### src/rtl/debug_dump_pkg.sv
// Shared types and constants for the debug dump sequencer and its word serializer.
package debug_dump_pkg;

   localparam int WORD_BYTES      = 4;
   localparam int NB_BYTE         = 8;
   localparam int NB_WORD         = WORD_BYTES * NB_BYTE;
   localparam int NB_REGFILE_ADDR = 5;
   localparam logic [1:0] DMEM_RSIZE_WORD = 2'b10;

   typedef logic [3:0] dump_state_t;
   localparam dump_state_t ST_IDLE       = 4'd0;
   localparam dump_state_t ST_PC         = 4'd1;
   localparam dump_state_t ST_REG_RD     = 4'd2;
   localparam dump_state_t ST_REG_CAP    = 4'd3;
   localparam dump_state_t ST_REG_SEND   = 4'd4;
   localparam dump_state_t ST_DMEM_RD    = 4'd5;
   localparam dump_state_t ST_DMEM_CAP   = 4'd6;
   localparam dump_state_t ST_DMEM_SEND  = 4'd7;
   localparam dump_state_t ST_CKSUM      = 4'd8;
   localparam dump_state_t ST_CKSUM_SEND = 4'd9;
   localparam dump_state_t ST_DONE       = 4'd10;

   typedef logic [1:0] ser_state_t;
   localparam ser_state_t SER_IDLE    = 2'd0;
   localparam ser_state_t SER_TX_BYTE = 2'd1;
   localparam ser_state_t SER_TX_WAIT = 2'd2;

endpackage

### src/rtl/dump_word_serializer.sv
// Sends one loaded 32-bit word LSB-byte-first over the UART TX handshake.
// i_single sends only the low byte (used for the trailing checksum byte).
module dump_word_serializer
   import debug_dump_pkg::*;
(
   input  logic               clk,
   input  logic               i_rst_n,
   input  logic               i_load,
   input  logic [NB_WORD-1:0] i_word,
   input  logic               i_single,
   input  logic               i_tx_done,
   output logic               o_tx_start,
   output logic [NB_BYTE-1:0] o_wdata,
   output logic               o_word_done
);

   ser_state_t         state_q, state_d;
   logic [NB_WORD-1:0] word_q, word_d;
   logic [1:0]         byte_cnt_q, byte_cnt_d;
   logic [1:0]         last_q, last_d;

   // NOTE: flops take non-blocking assignments so every flop samples pre-edge values.
   always_ff @(posedge clk or negedge i_rst_n) begin
      if (!i_rst_n) begin
         state_q    <= SER_IDLE;
         word_q     <= '0;
         byte_cnt_q <= '0;
         last_q     <= '0;
      end else begin
         state_q    <= state_d;
         word_q     <= word_d;
         byte_cnt_q <= byte_cnt_d;
         last_q     <= last_d;
      end
   end

   // NOTE: defaults first so no path leaves a variable unassigned (no latches).
   always_comb begin
      state_d    = state_q;
      word_d     = word_q;
      byte_cnt_d = byte_cnt_q;
      last_d     = last_q;
      case (state_q)
         SER_IDLE: begin
            if (i_load) begin
               word_d     = i_word;
               byte_cnt_d = '0;
               last_d     = i_single ? 2'd0 : 2'(WORD_BYTES - 1);
               state_d    = SER_TX_BYTE;
            end
         end
         SER_TX_BYTE: state_d = SER_TX_WAIT;
         SER_TX_WAIT: begin
            if (i_tx_done) begin
               word_d     = word_q >> NB_BYTE;
               byte_cnt_d = byte_cnt_q + 2'd1;
               state_d    = (byte_cnt_q == last_q) ? SER_IDLE : SER_TX_BYTE;
            end
         end
         default: state_d = SER_IDLE;
      endcase
   end

   // The byte on o_wdata stays put through TX_WAIT because the shift only happens on i_tx_done.
   always_comb begin
      o_tx_start  = (state_q == SER_TX_BYTE);
      o_wdata     = word_q[NB_BYTE-1:0];
      o_word_done = (state_q == SER_TX_WAIT) && i_tx_done && (byte_cnt_q == last_q);
   end

endmodule

### src/rtl/debug_dump_sequencer.sv
// Dumps PC, regfile and DMEM words over UART once started; bytes go out via dump_word_serializer.
// Optional DUMP_CHECKSUM_EN appends one XOR byte of everything transmitted.
module debug_dump_sequencer
   import debug_dump_pkg::*;
#(
   parameter int NB_PC        = 32,
   parameter int NB_REG       = 32,
   parameter int NB_DATA      = 32,
   parameter int NB_UART_DATA = 8,
   parameter int N_REGS       = 32,
   parameter int DMEM_WORDS   = 32
) (
   input  logic                       clk,
   input  logic                       i_rst_n,
   input  logic                       i_start,
   input  logic [NB_PC-1:0]           i_pc,
   output logic                       o_regfile_rd,
   output logic [NB_REGFILE_ADDR-1:0] o_regfile_raddr,
   input  logic [NB_REG-1:0]          i_regfile_data,
   output logic                       o_dmem_rd,
   output logic [1:0]                 o_dmem_rsize,
   output logic [NB_DATA-1:0]         o_dmem_raddr,
   input  logic [NB_DATA-1:0]         i_dmem_data,
   output logic                       o_tx_start,
   output logic [NB_UART_DATA-1:0]    o_wdata,
   input  logic                       i_tx_done,
   output logic                       o_busy,
   output logic                       o_done
);

   localparam logic [NB_REGFILE_ADDR-1:0] REG_LAST  = NB_REGFILE_ADDR'(N_REGS - 1);
   localparam logic [NB_DATA-1:0]         DMEM_LAST = NB_DATA'((DMEM_WORDS > 0) ? DMEM_WORDS - 1 : 0);
`ifdef DUMP_CHECKSUM_EN
   localparam dump_state_t ST_AFTER_DATA = ST_CKSUM;
`else
   localparam dump_state_t ST_AFTER_DATA = ST_DONE;
`endif
   localparam dump_state_t ST_AFTER_REGS = (DMEM_WORDS == 0) ? ST_AFTER_DATA : ST_DMEM_RD;

   dump_state_t                state_q, state_d;
   logic [NB_REGFILE_ADDR-1:0] reg_cnt_q, reg_cnt_d;
   logic [NB_DATA-1:0]         dmem_cnt_q, dmem_cnt_d;

   logic               ser_load;
   logic [NB_WORD-1:0] ser_word;
   logic               ser_single;
   logic               ser_tx_start;
   logic [NB_BYTE-1:0] ser_wdata;
   logic               ser_word_done;

   dump_word_serializer u_serializer (
      .clk         (clk),
      .i_rst_n     (i_rst_n),
      .i_load      (ser_load),
      .i_word      (ser_word),
      .i_single    (ser_single),
      .i_tx_done   (i_tx_done),
      .o_tx_start  (ser_tx_start),
      .o_wdata     (ser_wdata),
      .o_word_done (ser_word_done)
   );

   always_ff @(posedge clk or negedge i_rst_n) begin
      if (!i_rst_n) begin
         state_q    <= ST_IDLE;
         reg_cnt_q  <= '0;
         dmem_cnt_q <= '0;
      end else begin
         state_q    <= state_d;
         reg_cnt_q  <= reg_cnt_d;
         dmem_cnt_q <= dmem_cnt_d;
      end
   end

   always_comb begin
      state_d    = state_q;
      reg_cnt_d  = reg_cnt_q;
      dmem_cnt_d = dmem_cnt_q;
      case (state_q)
         ST_IDLE: begin
            if (i_start) begin
               state_d    = ST_PC;
               reg_cnt_d  = '0;
               dmem_cnt_d = '0;
            end
         end
         ST_PC:      if (ser_word_done) state_d = ST_REG_RD;
         ST_REG_RD:  state_d = ST_REG_CAP;
         ST_REG_CAP: state_d = ST_REG_SEND;
         ST_REG_SEND: begin
            if (ser_word_done) begin
               if (reg_cnt_q == REG_LAST) begin
                  state_d = ST_AFTER_REGS;
               end else begin
                  reg_cnt_d = reg_cnt_q + 1'b1;
                  state_d   = ST_REG_RD;
               end
            end
         end
         ST_DMEM_RD:  state_d = ST_DMEM_CAP;
         ST_DMEM_CAP: state_d = ST_DMEM_SEND;
         ST_DMEM_SEND: begin
            if (ser_word_done) begin
               if (dmem_cnt_q == DMEM_LAST) begin
                  state_d = ST_AFTER_DATA;
               end else begin
                  dmem_cnt_d = dmem_cnt_q + 1'b1;
                  state_d    = ST_DMEM_RD;
               end
            end
         end
`ifdef DUMP_CHECKSUM_EN
         ST_CKSUM:      state_d = ST_CKSUM_SEND;
         ST_CKSUM_SEND: if (ser_word_done) state_d = ST_DONE;
`endif
         ST_DONE: state_d = ST_IDLE;
         default: state_d = ST_IDLE;
      endcase
   end

`ifdef DUMP_CHECKSUM_EN
   logic [NB_BYTE-1:0] cksum_q, cksum_d;

   always_comb begin
      cksum_d = cksum_q;
      if (state_q == ST_IDLE && i_start) cksum_d = '0;
      else if (ser_tx_start)             cksum_d = cksum_q ^ ser_wdata;
   end

   always_ff @(posedge clk or negedge i_rst_n) begin
      if (!i_rst_n) cksum_q <= '0;
      else          cksum_q <= cksum_d;
   end
`endif

   // Read addresses are gated so the address buses idle at zero between strobes.
   always_comb begin
      ser_load        = 1'b0;
      ser_word        = '0;
      ser_single      = 1'b0;
      o_regfile_rd    = 1'b0;
      o_regfile_raddr = '0;
      o_dmem_rd       = 1'b0;
      o_dmem_raddr    = '0;
      case (state_q)
         ST_IDLE: begin
            ser_load = i_start;
            ser_word = NB_WORD'(i_pc);
         end
         ST_REG_RD: begin
            o_regfile_rd    = 1'b1;
            o_regfile_raddr = reg_cnt_q;
         end
         ST_REG_CAP: begin
            ser_load = 1'b1;
            ser_word = NB_WORD'(i_regfile_data);
         end
         ST_DMEM_RD: begin
            o_dmem_rd    = 1'b1;
            o_dmem_raddr = dmem_cnt_q << 2;
         end
         ST_DMEM_CAP: begin
            ser_load = 1'b1;
            ser_word = NB_WORD'(i_dmem_data);
         end
`ifdef DUMP_CHECKSUM_EN
         ST_CKSUM: begin
            ser_load   = 1'b1;
            ser_single = 1'b1;
            ser_word   = NB_WORD'(cksum_q);
         end
`endif
         default: ;
      endcase
   end

   assign o_dmem_rsize = DMEM_RSIZE_WORD;
   assign o_tx_start   = ser_tx_start;
   assign o_wdata      = NB_UART_DATA'(ser_wdata);
   assign o_busy       = (state_q != ST_IDLE);
   assign o_done       = (state_q == ST_DONE);

endmodule

### config.mk
export PLATFORM = sky130hd
export DESIGN_NAME = debug_dump_sequencer
export DESIGN_NICKNAME = d
export VERILOG_FILES = /design/src/rtl/debug_dump_pkg.sv /design/src/rtl/dump_word_serializer.sv /design/src/rtl/debug_dump_sequencer.sv
export SDC_FILE = /design/constraint.sdc
export NUM_CORES = 1
export LEC_CHECK = 0
export ABC_AREA = 1
export CORE_UTILIZATION = 45
export CTS_BUF_LIST = sky130_fd_sc_hd__clkbuf_8
export CTS_CLUSTER_DIAMETER = 40
export CTS_CLUSTER_SIZE = 28
export DETAILED_ROUTE_END_ITERATION = 6
export DONT_BUFFER_PORTS = 1
export HOLD_SLACK_MARGIN = 0.05
export SYNTH_ARGS = -nofsm -noshare
export SYNTH_HDL_FRONTEND = slang
export SYNTH_SLANG_ARGS = --single-unit
### constraint.sdc
create_clock -name clk -period 2.1 [get_ports clk]
set_input_delay 0.42 -clock clk [delete_from_list [all_inputs] [get_ports clk]]
set_output_delay 0.42 -clock clk [all_outputs]
set_load 0.01 [all_outputs]
==> results by group <==
Worst setup path
  – WP data required: roughly 1.7 ns
  – Reg2reg path depth: 11
  – Worst Path Arrival: 1.59 ns
  – CP delay by family, top: buffers and inverters
  – Worst R2R End: dmem_cnt_q[31]
  – Worst Path Max Fanout: 30
  – Worst path slowest cell: dfrtp_1
  – Crit start category: register
  – Setup crit start: state_q[3]
  – Critical path class: register to output pin
  – Internal reg-to-reg setup slack: 0.18 ns
  – Crit-path cells: inv_2 -> nand2_4 -> nor2_2 -> inv_1 -> buf_6 -> nor2_1 -> buf_4
  – Levels on crit path: 7
  – Worst Setup End Kind: output pin
  – FF-to-FF Start: dmem_cnt_q[0]
  – Worst Setup EP: o_dmem_raddr[25]
  – Crit-path max cell delay: 0.42 ns
  – Buf+Inv Stages, Crit Path: 4

Floorplan
  – Die H: about 110 um
  – # IOs: around 150
  – Row count: 40
  – Initial Util: between 40% and 50%
  – Die Footprint: ~13000 um2
  – Core box area: about 12000 um2
  – Die Width: between 100 and 150 um

GRT
  – Pin count of the biggest net entering global routing: 79
  – Vias in the first global route: 5112
  – Initial antenna violation count: 0
  – Grt ovf: 0
  – Tot GR Track Use: 24.5%
  – First-pass GRT wire length: roughly 25 mm

Logic synthesis
  – Cells after Synth: between 900 and 1k
  – Synth top cells by count: 410 x nand2_1, 137 x nor2_1, 84 x inv_1, 78 x dfrtp_1, 65 x nand3_1
  – Most used DFF post-synth: dfrtp_1
  – Synth Cell Area: 5650 um2
  – Sequential-to-total area share from yosys stat: roughly 35%
  – EDFF count, synth: 0
  – Cells taking the most area after synthesis: dfrtp_1 35%, nand2_1 27%, nor2_1 9.1%
  – Mean area per synthesized cell: slightly above 6 um2
  – Most numerous cell in the Yosys netlist: nand2_1
  – Yosys warns: 0
  – Synth top area share: 34.6%
  – Count of cell types in the netlist: 31
  – Synth area leader: dfrtp_1
  – Yosys reg bits: 78
  – Asr flop ratio synth: 100%

Power
  – Sw Ratio: 45.3%
  – Power per cell area: 976 nW/um2
  – Leakage power: approximately 2.9 nW
  – VDD IR max: 0.628 mV
  – Clock group share of total power: 21.4%
  – Pwr Total: 6.10 mW
  – Logic gate share of total power: 46.1%
  – Sw power: 2.76 mW
  – Int Power: around 3.3 mW
  – Seq pwr share: 32.5%

Clocking
  – CTS root buf: clkbuf_8
  – CTS tree: yes
  – Cts bufs inserted: 9
  – Clock transition at path regs: ~0.08 ns
  – Max Root-Sink Buffers: 2
  – H-Tree Depth: 3
  – Clock Latency Late Sink: 0.38 ns
  – Clk sink count: approximately 80

Timing
  – Final setup vio count: 0
  – Layout Skew: about 0.013 ns
  – Fin crit period: 2.01 ns
  – Worst hold margin: -0.270 ns
  – Max Slew Vio Count: 0
  – Final Hold Vio Count: 78
  – Fin crit share: 95.6%
  – Peak Freq: 498 MHz

Finish
  – # diodes: 0
  – Final core occ: between 50 and 60%
  – Fraction of layout cells with a size suffix above 1: 10.3%
  – # fillers: 1282
  – Layout area overhead: 10.6%
  – Nets: 1059

Job
  – Maxcap violations: 0

Run status
  – Failing checks: hold timing
  – Run status: complete, but fails checks

Routing
  – Drt via density: 4.95
  – # DRC: 0
  – Post-Route WL: 15.4 mm
  – Antenna Nets Post-Route: 0
  – Routed length per instance: around 14 um
  – DR vias: between 5k and 6k
  – Met1 Wirelength: 7.38 mm
  – WL met2: 6.93 mm
  – 1st-pass router iterations: 5
  – WL met3: roughly 870 um
  – Top Metal Used: met4
  – Initial DRC count: 325

Placed design
  – IO Port Bufs: 0
  – GPL Wtd Cong: between 0.9 and 1
  – DP HPWL: approximately 12 mm

Worst hold path
  – HP Class: input pin to async pin
[power groups by stage]
stage | logic, mW | clock network (mW) | registers, mW
detailed placement | 2.78 | 0 | 2.01
global placement | 2.72 | 0 | 2.00
global route | 3.22 | 1.41 | 2.02
CTS | 2.80 | 1.33 | 1.98
finish | 2.81 | 1.30 | 1.98
floorplan | 2.40 | 0 | 1.95
[state kept, by name, indices dropped and copies added (netlist names)]
| register | cells |
|---|---|
| u_serializer.byte_cnt_q | 2 |
| reg_cnt_q | 5 |
| dmem_cnt_q | 32 |
| u_serializer.word_q | 32 |
| state_q | 4 |
| u_serializer.last_q | 1 |
| u_serializer.state_q | 2 |
[routing by layer]
layer  track usage (%)  vias to the layer above
met1              32.8                     2504
li1                  -                     2878
met4              7.79                        0
met3              4.30                       16
met2              40.2                      190
met5                 0                        -
[worst min path at each step]
stage	from	endpoint	slack (ns)	depth (start not counted)
2_1_floorplan	i_rst_n	dmem_cnt_q[0]	0.12	0
3_3_place_gp	i_rst_n	u_serializer.word_q[23]	0.13	0
3_5_place_dp	i_rst_n	u_serializer.word_q[31]	0.13	0
4_1_cts	i_rst_n	u_serializer.word_q[31]	-0.28	0
5_1_grt	i_rst_n	u_serializer.word_q[31]	-0.29	0
6_report	i_rst_n	u_serializer.word_q[24]	-0.27	0
[cell type report]
type                            instances  area (um2)  share of cell area (%)
Multi-Input combinational cell        725        3110                    49.8
Sequential cell                        78        1950                    31.3
Timing Repair Buffer                   52         410                    6.57
Inverter                               90         339                    5.43
Tap cell                              168         210                    3.37
Clock buffer                           10         138                    2.20
Clock inverter                          5        83.8                    1.34
[per-stage QoR]
stage	TNS (ns)	cells	instance area [um2]	setup slack [ns]	hold WS, ns
after floorplan	0	938	5660	0.372	0.124
after global placement	0	1112	5990	0.243	0.127
after detailed placement	0	1112	5990	0.178	0.127
after CTS	0	1128	6220	0.0141	-0.282
after global routing	-0.0419	1128	6240	-0.00933	-0.293
final	0	1128	6240	0.0916	-0.270
[kinds of logic after synthesis]
kind of cell,share of synthesized area [%]
and+or+nand+nor,46.6
buffers and inverters,10.9
DFF,34.6
AOI/OAI and AO/OA,5.56
xor gates and xnor gates,1.55
adders and majority gates,0.665
other,0.133
[layout by cell type, fill, tap and decap left out, drive strengths merged]
cell type and n:
o21bai 1, clkinvlp 2, clkbuf 10, xor2 10, conb 4, nand3 67, ha 3, bufinv 2
inv 89, o21ai 56, and2 1, o31ai 1, a21oi 3, clkinv 2, nor3 10, nand2 419
dfrtp 78, buf 52, nand4 4, nor2 146
[what timing repair did]
action / 4_1_cts / 5_1_grt
buffers inserted: 1 / 0
endpoints found under the hold margin: 78 / 78
resized for setup: 2 / 6
endpoints found under the setup margin: 30 / 39
Power figures use the tool's default switching activity.
